--- src/rtl/drive_dac_interface.sv ---
// DAC output stage: converts I/Q sums to offset-binary DAC codes, buffers them in a
// prefilled elastic FIFO and streams gap-free bursts. `DRIVE_DAC_SAT_EN selects clip vs wrap.
module drive_dac_interface #(
  parameter int IQ_SUM_WIDTH    = 14,
  parameter int DAC_WIDTH       = 10,
  parameter int FIFO_DEPTH      = 16,
  parameter int FIFO_ADDR_WIDTH = 4,
  parameter int PREFILL_LEVEL   = 4,
  parameter int CNT_WIDTH       = 16
) (
  input  logic                           clk,
  input  logic                           rst,
  input  logic                           valid_in,
  input  logic signed [IQ_SUM_WIDTH-1:0] i_in,
  input  logic signed [IQ_SUM_WIDTH-1:0] q_in,
  input  logic                           clear_flags,
  output logic                           dac_valid,
  output logic [DAC_WIDTH-1:0]           dac_i,
  output logic [DAC_WIDTH-1:0]           dac_q,
  output logic                           burst_done,
  output logic                           overflow,
  output logic                           underflow,
  output logic [FIFO_ADDR_WIDTH:0]       fifo_level,
  output logic [CNT_WIDTH-1:0]           sample_count
);

  typedef enum logic [1:0] {IDLE, PREFILL, STREAM} state_t;

  localparam int                   LW        = FIFO_ADDR_WIDTH + 1;
  localparam logic [DAC_WIDTH-1:0] MID       = {1'b1, {(DAC_WIDTH-1){1'b0}}};
  localparam logic [LW-1:0]        DEPTH_L   = LW'(FIFO_DEPTH);
  localparam logic [LW-1:0]        PREFILL_L = LW'(PREFILL_LEVEL);

  function automatic logic [DAC_WIDTH-1:0] to_dac(input logic signed [IQ_SUM_WIDTH-1:0] v);
    logic [DAC_WIDTH-1:0] r;
`ifdef DRIVE_DAC_SAT_EN
    logic signed [IQ_SUM_WIDTH-1:0] max_v;
    logic signed [IQ_SUM_WIDTH-1:0] min_v;
    max_v = $signed({{(IQ_SUM_WIDTH-DAC_WIDTH+1){1'b0}}, {(DAC_WIDTH-1){1'b1}}});
    min_v = ~max_v;
    if (v > max_v)      r = DAC_WIDTH'(max_v);
    else if (v < min_v) r = DAC_WIDTH'(min_v);
    else                r = DAC_WIDTH'(v);
`else
    r = DAC_WIDTH'(v);
`endif
    return {~r[DAC_WIDTH-1], r[DAC_WIDTH-2:0]};
  endfunction

  state_t                     state_q, state_d;
  logic [FIFO_ADDR_WIDTH-1:0] wr_ptr_q, wr_ptr_d;
  logic [FIFO_ADDR_WIDTH-1:0] rd_ptr_q, rd_ptr_d;
  logic [LW-1:0]              level_q, level_d;
  logic                       dac_valid_q, dac_valid_d;
  logic [DAC_WIDTH-1:0]       dac_i_q, dac_i_d;
  logic [DAC_WIDTH-1:0]       dac_q_q, dac_q_d;
  logic                       burst_done_q, burst_done_d;
  logic                       overflow_q, overflow_d;
  logic                       underflow_q, underflow_d;
  logic [CNT_WIDTH-1:0]       count_q, count_d;

  logic                       pop, full, wr_en, ovf_set, unf_set;
  logic [2*DAC_WIDTH-1:0]     head;
  logic [2*DAC_WIDTH-1:0]     fifo_mem [FIFO_DEPTH];

  // Storage carries no reset; pointers and level alone define valid contents.
  always_ff @(posedge clk) begin
    if (wr_en) fifo_mem[wr_ptr_q] <= {to_dac(i_in), to_dac(q_in)};
  end

  assign head = fifo_mem[rd_ptr_q];

  always_comb begin
    pop          = (state_q == STREAM) && (level_q != '0);
    full         = (level_q == DEPTH_L);
    wr_en        = valid_in && (!full || pop);
    ovf_set      = valid_in && full && !pop;
    unf_set      = 1'b0;
    state_d      = state_q;
    burst_done_d = 1'b0;

    case (state_q)
      IDLE:    if (wr_en) state_d = PREFILL;
      PREFILL: if ((level_q >= PREFILL_L) || (!valid_in && level_q != '0)) state_d = STREAM;
      STREAM: begin
        // Empty in STREAM means no pop this cycle; the burst ends here either way.
        if (level_q == '0) begin
          state_d      = IDLE;
          burst_done_d = 1'b1;
          unf_set      = valid_in;
        end
      end
      default: state_d = IDLE;
    endcase

    wr_ptr_d = wr_en ? wr_ptr_q + 1'b1 : wr_ptr_q;
    rd_ptr_d = pop   ? rd_ptr_q + 1'b1 : rd_ptr_q;
    case ({wr_en, pop})
      2'b10:   level_d = level_q + 1'b1;
      2'b01:   level_d = level_q - 1'b1;
      default: level_d = level_q;
    endcase

    dac_valid_d = pop;
    dac_i_d     = pop ? head[2*DAC_WIDTH-1:DAC_WIDTH] : MID;
    dac_q_d     = pop ? head[DAC_WIDTH-1:0]           : MID;
    count_d     = (pop && count_q != '1) ? count_q + 1'b1 : count_q;

    // Set has priority over clear.
    overflow_d  = ovf_set ? 1'b1 : (clear_flags ? 1'b0 : overflow_q);
    underflow_d = unf_set ? 1'b1 : (clear_flags ? 1'b0 : underflow_q);
  end

  always_ff @(posedge clk) begin
    if (rst) begin
      state_q      <= IDLE;
      wr_ptr_q     <= '0;
      rd_ptr_q     <= '0;
      level_q      <= '0;
      dac_valid_q  <= 1'b0;
      dac_i_q      <= MID;
      dac_q_q      <= MID;
      burst_done_q <= 1'b0;
      overflow_q   <= 1'b0;
      underflow_q  <= 1'b0;
      count_q      <= '0;
    end else begin
      state_q      <= state_d;
      wr_ptr_q     <= wr_ptr_d;
      rd_ptr_q     <= rd_ptr_d;
      level_q      <= level_d;
      dac_valid_q  <= dac_valid_d;
      dac_i_q      <= dac_i_d;
      dac_q_q      <= dac_q_d;
      burst_done_q <= burst_done_d;
      overflow_q   <= overflow_d;
      underflow_q  <= underflow_d;
      count_q      <= count_d;
    end
  end

  assign dac_valid    = dac_valid_q;
  assign dac_i        = dac_i_q;
  assign dac_q        = dac_q_q;
  assign burst_done   = burst_done_q;
  assign overflow     = overflow_q;
  assign underflow    = underflow_q;
  assign fifo_level   = level_q;
  assign sample_count = count_q;

endmodule
--- config.mk ---
export PLATFORM = sky130hd
export DESIGN_NAME = drive_dac_interface
export DESIGN_NICKNAME = d
export VERILOG_FILES = /design/src/rtl/drive_dac_interface.sv
export SDC_FILE = /design/constraint.sdc
export NUM_CORES = 1
export LEC_CHECK = 0
export ABC_AREA = 1
export BUFFER_PORTS_ARGS = -buffer_cell sky130_fd_sc_hd__buf_2
export CORE_MARGIN = 5
export CORE_UTILIZATION = 30
export CTS_CLUSTER_DIAMETER = 80
export CTS_CLUSTER_SIZE = 14
export DETAILED_ROUTE_END_ITERATION = 10
export SLEW_MARGIN = 20
export SYNTH_ARGS = -nofsm -noshare
export SYNTH_HDL_FRONTEND = slang
export SYNTH_SLANG_ARGS = --single-unit
--- constraint.sdc ---
create_clock -name clk -period 2.6 [get_ports clk]
set_input_delay 0.26 -clock clk [delete_from_list [all_inputs] [get_ports clk]]
set_output_delay 0.26 -clock clk [all_outputs]
set_load 0.02 [all_outputs]
## Word level (Yosys, flattened, before mapping)

Memories as Yosys holds them, arrays and structs flattened. A register that Yosys moved wholly into a read port is not among the register bits.
Index checks and enable logic that the tools add are counted.

- Input bits: 32
- Output and inout bits: 45
- Logic and storage cells: 62
- Flip-flop bits (word level): 35
- Memories kept: 1
- RAM bits: 320

- Bitwise logic cells: 4
- Equality and inequality tests: 9
- Muxes and demuxes: 13
- $lt $le $gt $ge: 1
- Reduce and logical (&&, ||, !) cells: 20
- Add/sub/neg operators: 5

Memory list:

| memory | words | width | rd ports | clocked after Yosys merged registers in | wr ports | RTL line | text |
|---|---|---|---|---|---|---|---|
| fifo_mem | 16 | 20 | 1 | 1 | 1 | 64 | `logic [2*DAC_WIDTH-1:0] fifo_mem [FIFO_DEPTH];` |

Operator list:

| operator | count |
|---|---|
| adder 16 x 1 -> 16 bit, second input constant | 1 |
| != test 16 bit, second input constant | 1 |
| case mux 5 bit (2 select lines) | 1 |
| adder 4 x 1 -> 4 bit, second input constant | 2 |
| 2-to-1 mux 1 bit | 8 |
| logical AND 1 bit | 6 |
| 2-to-1 mux 2 bit | 3 |
| case mux 2 bit (3 select lines) | 1 |
| nonzero test 2 bit | 3 |
| adder 5 x 1 -> 5 bit, second input constant | 1 |
| equality test 5 bit, second input constant | 1 |
| greater-or-equal comparator 5 x 3 -> 1 bit, second input constant | 1 |
| zero test 5 bit | 1 |
| nonzero test 5 bit | 1 |
| subtractor 5 x 1 -> 5 bit, second input constant | 1 |
| equality test 2 x 1 -> 1 bit, second input constant | 2 |
| equality test 2 bit, second input constant | 2 |
| != test 2 bit, second input constant | 2 |
| NOT 1 bit | 4 |
| OR reduction 2 bit | 2 |
| zero test 1 bit | 3 |
| AND reduction 3 bit | 1 |
| zero test 2 bit | 1 |
| logical OR 1 bit | 2 |
| != test 2 x 1 -> 1 bit, second input constant | 1 |

## Logic depth before layout (Yosys ltp)

Gate-level depths: netlist of the first run.

- Depth in word-level cells: 6
- Mapped depth: 15
- Depth with buffers taken out: 15

## Worst setup path before layout of the first run

No wires, ideal clock.

- Path kind: reg2reg
- Start point: register level_q[0] (netlist: fifo_level[0])
- End point: memory fifo_mem[11][0] (netlist bit) (enable)
- Library setup time: 397 ps
- Setup slack: 275 ps
- Data arrival time: 1929 ps
- Clock period less this slack: 2325 ps
- Cell stages (with the launch flop): 7
- Path buffers: 0
- Required time: 2203 ps
- Path through: dfxtp_1 nor2_4 nand3_1 nand2_2 inv_2 nand2_1 nor2_1

- Longest elaborated chain between the ends: 6
- Elaborated cells between the ends (all ways): 8
- Classes of those cells: 1 x eq/ne; 2 x mux; 5 x reduce/logical

Ends and longest elaborated chain:

| item | RTL line | text |
|---|---|---|
| start: declaration | 53 | `logic [LW-1:0] level_q, level_d;` |
| start signal: assignment | 131 | `level_q <= level_d;` |
| equality test 5 bit / nonzero test 5 bit (equally long branches) | 75, 74 |  |
| zero test 1 bit / logical AND 1 bit (equally long branches) | 76, 74 |  |
| logical OR 1 bit * | 76 | `wr_en = valid_in && (!full \|\| pop);` |
| logical AND 1 bit * | 76 |  |
| 2-to-1 mux 1 bit * | 68 | `if (wr_en) fifo_mem[wr_ptr_q] <= {to_dac(i_in), to_dac(q_in)};` |
| 2-to-1 mux 1 bit (implied by the code) * | 68 |  |
| end: declaration | 64 |  |

Every way passes the cells marked *; elsewhere a longest branch is shown, timed or not.

## Worst setup path after layout of the first run

- Start point: register state_q[0]
- End point: memory fifo_mem[15][1] (netlist bit) (enable)

- Longest elaborated chain between the ends: 6

Ends and longest elaborated chain:

| item | RTL line | text |
|---|---|---|
| start: declaration | 50 | `state_t state_q, state_d;` |
| start signal: assignment | 128 | `state_q <= state_d;` |
| equality test 2 bit | 74 | `pop = (state_q == STREAM) && (level_q != '0);` |
| logical AND 1 bit | 74 |  |
| logical OR 1 bit | 76 |  |
| logical AND 1 bit | 76 |  |
| 2-to-1 mux 1 bit | 68 |  |
| 2-to-1 mux 1 bit (implied by the code) | 68 |  |

No other way between the ends.

==> summary.txt, run 1 <==
Avg Vias per Cell - 4.83
grt ovf - 0
Mapped Cells - 1165
final hold viol count - 0
Setup crit start kind - register
critical path fanouts, max - 20
I/O pin count - 77
Syn Area/Cell - 12.7 sq um
clock slew seen by the registers of the worst setup and hold paths - 0.07 ns
maximum vdd ir drop - 485 uV
antenna violations before repair - 2
Num CTS Buffers - 30
FF+latch count, synth - 375
Top FF cell, synth - edfxtp_1
HPWL after DPL - 19900 um
post-route setup TNS - 0 ns
largest net degree at the start of global routing - 127
setup bufs post-CTS - 0
largest family of logic cells by synthesized area - compound AO/OA/AOI/OAI gates
FP Rows - 81
Wirelength per Cell - 18.4 um
worst path required time - 2.83 ns
Mapped Area - 14800 sq um
Slew headroom - 0.557
post-synthesis mux area share - 0
Post-DRT Antenna Nets - 0
Clock Sinks - 375
routed wire length - 35400 um
Post-synth ARST share - 0
Arr. time, crit path - 2.28 ns
Post-Synth Simple-Gate Area - 0.0985
r2r startpoint - state_q[0]
outcome - completed
Die ar. - 53800 sq um
HP Class - in2reg
min cycle time layout - 2.05 ns
RSZ-0062 raised after global routing - false
PostCTS Resize Cnt - 0
CTS max path bufs - 3
Post-Synth Adder-Cell Area - 0.00593
H-Tree Depth - 1
fin crit share - 0.788
Clock Skew - 0.0239 ns
root buffer cell - clkbuf_16
Least-Margin Pin Slew - 0.664 ns
area grow syn2layout - 14.8%
sequential fraction of the synthesis area - 0.725
Critical Path Start - state_q[0]
clk_lat worst skew - 0.59 ns
total number of vias - 9305
Crit Path Class - reg2reg
Iteration-0 DRC Markers - 657
TritonRoute pass-1 iters - 5
post-synthesis compound-gate area fraction - 0.134
gr usage total - 0.129
Post-synth EDFFs - 320
antenna fix cells - 0
core area - 48800 sq um
initial core utilization - 0.302
XOR/XNOR Fraction of Synth Area - 0.00288
Die X - 232 um
Residual DRC - 0
hold_sp - clear_flags
max-slew violations - 0
fillers - 4810
Power Density - 725 nW/um^2
Die H - 232 um
Final #Nets - 1277
Max-cap violations - 0
vias in the first global route - 9271
share of cells above drive strength 1 - 0.153
leakage power - 5.69 nW
Yosys warnings - 0
global-route wire length before repair - 54500 um
critical path endpoint category - register
final hold slack - 0.0432 ns
CTS tree - built
fmax - 488 MHz
number of port buffers - 68
Post-Syn Nets - 1204
CTS hold repair buffers - 1
gpl congestion - 0.745
post-synthesis cell type count - 47
endpoints failing setup - 0
==> layout make-up <==
class,instances,area [sq um],share of cell area
multi-input cells,672,3600,0.213
repair buffers,110,721,0.0425
clock inverters,1,30.0,0.00177
clock buffers,55,855,0.0504
flip-flops and latches,375,10700,0.632
well taps,664,831,0.0490
inverters,49,191,0.0113
==> per-stage QoR <==
step	total power, mW	cell area [sq um]	util	instances	setup WS [ns]
after floorplan	7.72	14800	-	1165	0.275
after global placement	8.15	16100	0.329	1869	0.584
after detailed placement	8.18	16100	0.329	1869	0.551
after CTS	12.4	16900	0.347	1926	0.542
after global routing	12.8	16900	0.347	1926	0.385
final	12.3	16900	0.347	1926	0.552
==> sequential cells by signal, indices dropped and copies added, names as in the netlist <==
name / cells
state_q: 2
sample_count: 16
underflow: 1
dac_valid: 1
fifo_level: 5
rd_ptr_q: 4
overflow: 1
wr_ptr_q: 4
dac_i: 10
fifo_mem: 320
burst_done: 1
dac_q: 10
==> power by group <==
part,leakage (nW),switching (mW),internal [mW]
logic,1.93,0.908,0.408
clock network,0.417,2.03,2.21
registers,3.34,0.0672,6.66
==> worst max-delay path, stage by stage (launching register included) <==
cell     delay [ns]
dfxtp_1        0.39
nor2_8         0.21
nor2_1         0.06
nand3_1        0.10
nand2_2        0.10
inv_2          0.13
nand2_1        0.19
nor2_2         0.12
buf_4          0.39
==> layer usage <==
| metal | vias up | share of wire | GRT usage |
|---|---|---|---|
| met4 | 4 | 0.019 | 0.0271 |
| met2 | 203 | 0.48 | 0.217 |
| met1 | 4621 | 0.45 | 0.177 |
| li1 | 4429 | - | - |
| met5 | - | 0.00068 | 0 |
| met3 | 48 | 0.052 | 0.0234 |
==> synthesized netlist by cell type (2+ instances only) <==
cell type    n  area (sq um)
a21oi_1     35           175
a31oi_1      3          18.8
and3_1       3          18.8
buf_2       19          95.1
buf_4        5          37.5
clkbuf_1    45           169
dfxtp_1     55          1100
edfxtp_1   320          9610
ha_1         7          87.6
inv_1       39           146
inv_2        7          26.3
nand2_1     52           195
nand2_2      2          12.5
nand2_4      4          45.0
nand3_1     35           175
nand3_2      3          30.0
nand3_4      2          35.0
nand4_1      5          31.3
nor2_1     198           743
nor2_4       4          45.0
nor3_1       4          20.0
o211ai_1     4          30.0
o21ai_0    191           956
o21ai_1      4          20.0
o21bai_1    18           135
o221ai_1    39           342
o22ai_1     41           257
xor2_1       2          17.5
==> path summary, 6_finish.rpt <==
check | end | slack (ns) | cells after the start
max | fifo_mem[15][1] | 0.55 | 8
min | overflow | 0.04 | 4
max reg2reg | fifo_mem[15][1] | 0.55 | 8
min reg2reg | sample_count[8] | 0.50 | 2
==> layout by cell type, fill, tap and decap left out, drive strengths merged, types with 7 or more instances in the layout <==
master,count
o21ai,195
o21bai,18
nand3,40
ha,7
inv,48
o22ai,41
dfxtp,55
buf,109
nor2,204
edfxtp,320
o221ai,39
a21oi,35
nand2,59
clkbuf,55
==> cell families after synthesis <==
family	after synthesis
AO/OA/AOI/OAI	340
XOR/XNOR	4
AND/OR/NAND/NOR	321
adder cells (fa/ha/maj)	7
flip-flops	375
buffers and inverters	118
Note: power is estimated with default switching activity, not from simulation.
==> run 2: changes to the inputs <==
clock period = 2.1 ns   (was 2.6 ns; I/O delays follow)
==> run 2 against run 1 <==
  * Clock skew decreased by 0.0052 ns
  * Flip-flop and latch count unchanged
  * Register-to-register slack worse by 0.39 ns
  * Non-clock buffer count increased by 25
  * Maximum frequency grew 5.5%
  * First-iteration DRC count increased by 27%
  * Clock power up 25%
  * Utilization up 1.0 points
  * Via count rose by 2.0%
  * Combinational power rose by 31%
  * Critical path depth decreased by 3
  * Design area rose by 2.9%
==> summary.txt, run 2 (synthesized netlist as in run 1, its figures left out) <==
outcome - completed
r2r startpoint - fifo_level[2]
Post-Layout Cell Count - 1954 (+1.5%)
total number of vias - 9493 (+2.0%)
Avg Vias per Cell - 4.86 (+0.56%)
Clock power frac - 0.346 (about the same)
Post-DRT Antenna Nets - 0 (unchanged)
HP Class - in2reg
hold_sp - q_in[1]
most frequent cells in the layout - edfxtp_1 (320), o21ai_0 (191), nor2_1 (182), buf_2 (68), nand2_1 (52)
Slew headroom - 0.635 (+0.0772)
CTS max path bufs - 3 (unchanged)
Switch Pwr - 3.80 mW (+26%)
Clock Skew - 0.0187 ns (-0.00518 ns)
part of the power in combinational logic - 0.113 (+0.006)
commonest non-fill, non-tap cell in the layout - edfxtp_1
gpl congestion - 0.775 (+4.1%)
Crit Path Class - reg2reg
clk_lat worst skew - 0.59 ns (about the same)
min cycle time layout - 1.94 ns (-0.106 ns)
Hold Path Depth - 1 (-3)
switching share of total power - 0.247 (+0.00200)
Max-cap violations - 0 (unchanged)
area grow syn2layout - 18.1%
Placed Cells - 1878 (+0.48%)
routed wire length - 35400 um (+0.17%)
share of cells above drive strength 1 - 0.162 (+0.00921)
H-Tree Depth - 1 (unchanged)
Num CTS Buffers - 31 (+3.3%)
Residual DRC - 0 (unchanged)
finished layout cell area - 17400 sq um (+2.9%)
Arr. time, crit path - 2.47 ns (+0.19 ns)
Iteration-0 DRC Markers - 835 (+27%)
final hold viol count - 0 (unchanged)
worst path required time - 2.63 ns (-0.20 ns)
dpl cell area - 16400 sq um (+2.0%)
global-route wire length before repair - 54200 um (-0.59%)
I/O pin count - 77 (unchanged)
critical path fanouts, max - 5 (-75%)
clock slew seen by the registers of the worst setup and hold paths - 0.07 ns (about the same)
antenna violations before repair - 2 (unchanged)
Die H - 232 um (unchanged)
critical path endpoint category - register
number of port buffers - 68 (unchanged)
Register Area - 10700 sq um (about the same)
leakage power - 5.89 nW (+3.6%)
largest register by flop count - fifo_mem
Setup crit start kind - register
Power Density - 883 nW/um^2 (+22%)
RSZ-0062 raised after global routing - false
Die ar. - 53800 sq um (unchanged)
max-slew violations - 0 (unchanged)
CTS tree - built
core area - 48800 sq um (unchanged)
TritonRoute pass-1 iters - 5 (unchanged)
RR Endpoint - underflow
endpoints failing setup - 0 (unchanged)
number of flip-flops in the largest register - 320 (unchanged)
largest net degree at the start of global routing - 71 (-44%)
Internal - 11.6 mW (+25%)
vias in the first global route - 9276 (+0.054%)
setup slack, reg-to-reg - 0.16 ns (-0.39 ns)
gr usage total - 0.128 (-0.00148)
root buffer cell - clkbuf_16
Reg2Reg Depth - 5 (-3)
Clock Sinks - 375 (unchanged)
Die X - 232 um (unchanged)
fmax - 515 MHz (+5.5%)
Seq pwr share - 0.541 (-0.006)
maximum vdd ir drop - 612 uV (+26%)
hold worst-path end - fifo_mem[13][1]
Wirelength per Cell - 18.1 um (-1.3%)
Least-Margin Pin Slew - 0.543 ns (-0.121 ns)
HPWL after DPL - 21100 um (+5.8%)
initial core utilization - 0.302 (unchanged)
fin crit share - 0.925 (+0.137)
FP Rows - 81 (unchanged)
Multi-input gate area - 3600 sq um (unchanged)
fillers - 4770 (-0.83%)
Final #Nets - 1303 (+2.0%)
grt ovf - 0 (unchanged)
==> run 2: changes by cell type in the layout (fill, tap and decap cells not counted), moves of 2 or more <==
cell,previous run,this run
buf_4,36,27
dfxtp_2,2,4
clkbuf_1,24,22
buf_12,5,25
dfxtp_1,52,50
dlygate4sd3_1,1,15
==> run 2: cell type report <==
| type | instances | area share |
|---|---|---|
| Sequential cell | 375 | 0.614 |
| Multi-Input combinational cell | 672 | 0.207 |
| Inverter | 49 | 0.0110 |
| Timing Repair Buffer | 135 | 0.0684 |
| Clock inverter | 5 | 0.00251 |
| Clock buffer | 53 | 0.0492 |
| Tap cell | 664 | 0.0476 |
| Antenna cell | 1 | 0.000143 |
==> run 2: worst max-delay path, cell delays in order (launching register included) <==
cell,delay [ns]
dfxtp_1,0.38
nor2_4,0.17
nand3_4,0.15
nor4_1,0.44
a32o_1,0.20
dlygate4sd3_1,0.55
==> run 2: repair_timing <==
item | CTS | global route
setup buffers | 0 | 2
gates resized for setup | 0 | 2
hold buffers | 15 | 0
hold endpoints to repair | 193 | 0
setup endpoints to repair | 0 | 2
==> run 2: worst max-delay path by stage <==
stage | from | to | slack (ns) | cells past startpoint
2_1_floorplan | fifo_level[0] | fifo_mem[11][0] | -0.23 | 6
3_3_place_gp | state_q[1] | fifo_mem[3][3] | 0.23 | 9
3_5_place_dp | state_q[0] | fifo_mem[3][9] | 0.22 | 8
4_1_cts | fifo_level[0] | underflow | 0.16 | 5
5_1_grt | fifo_level[2] | fifo_level[4] | 0.009 | 14
6_report | fifo_level[2] | underflow | 0.16 | 5
==> run 2: routing by layer <==
| metal | part of all wire | track usage | vias up | routed length [um] |
|---|---|---|---|---|
| met5 | 0.00037 | 0 | - | 13 |
| met4 | 0.018 | 0.0260 | 2 | 623 |
| met3 | 0.066 | 0.0296 | 47 | 2350 |
| met2 | 0.47 | 0.210 | 257 | 16700 |
| met1 | 0.44 | 0.175 | 4689 | 15700 |
| li1 | - | - | 4498 | - |
==> run 2: metrics by stage <==
stage	hold slack (ns)	worst slack, ns	setup TNS (ns)	util	power [mW]
3_3_place_gp	0.451	0.234	0	0.335	10.2
5_1_grt	0.0146	0.00941	0	0.357	16.0
2_1_floorplan	0.299	-0.225	-44.42	-	9.56
6_report	0.0294	0.158	0	0.357	15.4
3_5_place_dp	0.459	0.216	0	0.335	10.2
4_1_cts	0.000205	0.162	0	0.357	15.6
==> run 2: power groups by stage <==
stage                     clock [mW]  combinational (mW)  sequential (mW)
after CTS                       5.48                1.74             8.34
after global placement             0                1.68             8.49
after floorplan                    0                1.04             8.53
after global routing            5.76                1.93             8.35
final                           5.33                1.73             8.34
after detailed placement           0                1.72             8.50
==> run 3: changes to the inputs <==
CORE_UTILIZATION = 45   (was 30)
clock period = 2.4 ns   (was 2.1 ns; I/O delays follow)
==> run 3 against run 2 <==
  * Utilization rose by 16 points
  * Largest power group unchanged
  * Final cell count is 12% lower
  * Critical path type unchanged
  * Flip-flop and latch count unchanged
  * Clock skew rose by 0.0049 ns
  * Via count shrank 0.83%
  * Die area fell by 32%
  * Largest cell class unchanged
  * Wire length is 0.54% lower
  * Global-route usage is 6.5 points higher
  * Register-to-register slack better by 0.24 ns
  * Total power down 13%
  * Sequential share of layout area is 2.2 points higher
  * Critical path depth up 3
  * Highest routed layer is now met4
==> summary.txt, run 3 (synthesized netlist as in run 1, its figures left out) <==
outcome - completed
initial core utilization - 0.455 (+0.153)
critical path fanouts, max - 15 (+10)
Final #Nets - 1293 (-0.77%)
core area - 32500 sq um (-34%)
PnR Total Power - 13.3 mW (-13%)
RSZ-0062 raised after global routing - false
Arr. time, crit path - 2.22 ns (-0.25 ns)
fin crit share - 0.833 (-0.0920)
number of flip-flops in the largest register - 320 (unchanged)
Slew headroom - 0.438 (-0.196)
grt ovf - 0 (unchanged)
total number of vias - 9414 (-0.83%)
share of cells above drive strength 1 - 0.162 (-0.000169)
post-route setup TNS - 0 ns (unchanged)
Least-Margin Pin Slew - 0.842 ns (+0.299 ns)
area grow syn2layout - 14.0%
antenna fix cells - 0 (-1)
TritonRoute pass-1 iters - 5 (unchanged)
finished layout cell area - 16800 sq um (-3.5%)
clk_lat worst skew - 0.56 ns (-0.03 ns)
Iteration-0 DRC Markers - 770 (-7.8%)
dpl cell area - 15900 sq um (-2.8%)
Die H - 191 um (-18%)
Power Density - 793 nW/um^2 (-10%)
I/O pin count - 77 (unchanged)
Register Area - 10700 sq um (about the same)
max-slew violations - 0 (unchanged)
Num CTS Buffers - 30 (-3.2%)
PostCTS Resize Cnt - 0 (unchanged)
ordered list of cells on the worst path - nor2_8 > nor2_1 > nand3_1 > nand2_2 > inv_2 > nand2_1 > nor2_2 > buf_4
CTS tree - built
antenna violations before repair - 0 (-2)
Buf/Inv on CP - 2 (+1)
min cycle time layout - 2.00 ns (+0.0566 ns)
HPWL after DPL - 20500 um (-2.5%)
largest net degree at the start of global routing - 84 (+18%)
global-route wire length before repair - 54500 um (+0.56%)
worst path required time - 2.62 ns (about the same)
final hold viol count - 0 (unchanged)
setup bufs post-CTS - 0 (unchanged)
HP Class - in2reg
commonest non-fill, non-tap cell in the layout - edfxtp_1
endpoints failing setup - 0 (unchanged)
Die X - 191 um (-18%)
leakage power - 5.79 nW (-1.7%)
CTS max path bufs - 3 (unchanged)
Clock Sinks - 375 (unchanged)
maximum vdd ir drop - 627 uV (+2.6%)
number of port buffers - 68 (unchanged)
final hold slack - 0.0456 ns (+0.0162 ns)
Clock Skew - 0.0236 ns (+0.00485 ns)
fillers - 2772 (-42%)
Wirelength per Cell - 20.5 um (+13%)
CTS hold repair buffers - 3 (-12)
Crit Path Class - reg2reg
Post-DRT Antenna Nets - 0 (unchanged)
gr usage total - 0.193 (+0.0649)
Avg Vias per Cell - 5.47 (+13%)
Max stage delay cell, worst path - dfxtp_1
gpl congestion - 0.778 (+0.31%)
Post-Layout Cell Count - 1720 (-12%)
FP Rows - 66 (-19%)
routed wire length - 35200 um (-0.54%)
critical path endpoint category - register
Placed Cells - 1661 (-12%)
Die ar. - 36500 sq um (-32%)
Setup crit start kind - register
Largest delay share family, worst path - simple AND/OR/NAND/NOR gates
largest register by flop count - fifo_mem
vias in the first global route - 9434 (+1.7%)
most frequent cells in the layout - edfxtp_1 (320), o21ai_0 (191), nor2_1 (182), buf_2 (68)
Residual DRC - 0 (unchanged)
Max-cap violations - 0 (unchanged)
root buffer cell - clkbuf_16
H-Tree Depth - 1 (unchanged)
Multi-input gate area - 3600 sq um (unchanged)
clock slew seen by the registers of the worst setup and hold paths - 0.07 ns (about the same)
CP peak stage delay - 0.38 ns (-0.17 ns)
fmax - 500 MHz (-2.8%)
run 3: final timing paths:
check                        from              end  slack (ns)  cells past startpoint
hold reg to reg   sample_count[8]  sample_count[8]        0.49                      2
hold / removal                rst         overflow        0.05                      2
setup reg to reg       state_q[0]  fifo_mem[1][14]        0.40                      8
setup / recovery       state_q[0]  fifo_mem[1][14]        0.40                      8
run 3: area by class of cell:
cell class / count / area share
Sequential cell: 375 / 0.637
Multi-Input combinational cell: 672 / 0.214
Timing Repair Buffer: 126 / 0.0525
Clock buffer: 56 / 0.0523
Tap cell: 442 / 0.0329
Inverter: 49 / 0.0114
run 3: per-layer routing:
layer | vias up | track usage | part of all wire
li1 | 4459 | - | -
met1 | 4671 | 0.270 | 0.45
met2 | 225 | 0.322 | 0.48
met3 | 59 | 0.0247 | 0.046
met4 | 0 | 0.0492 | 0.020
met5 | - | 0 | 0
run 3: power breakdown:
part,internal [mW],switching [mW]
clock,2.44,2.16
sequential,7.22,0.0791
combinational,0.452,0.993
run 3: per-stage QoR:
stage	setup WS, ns	utilization
floorplan	0.0748	-
global route	0.242	0.519
finish	0.401	0.519
detailed placement	0.404	0.491
global placement	0.442	0.491
CTS	0.374	0.519
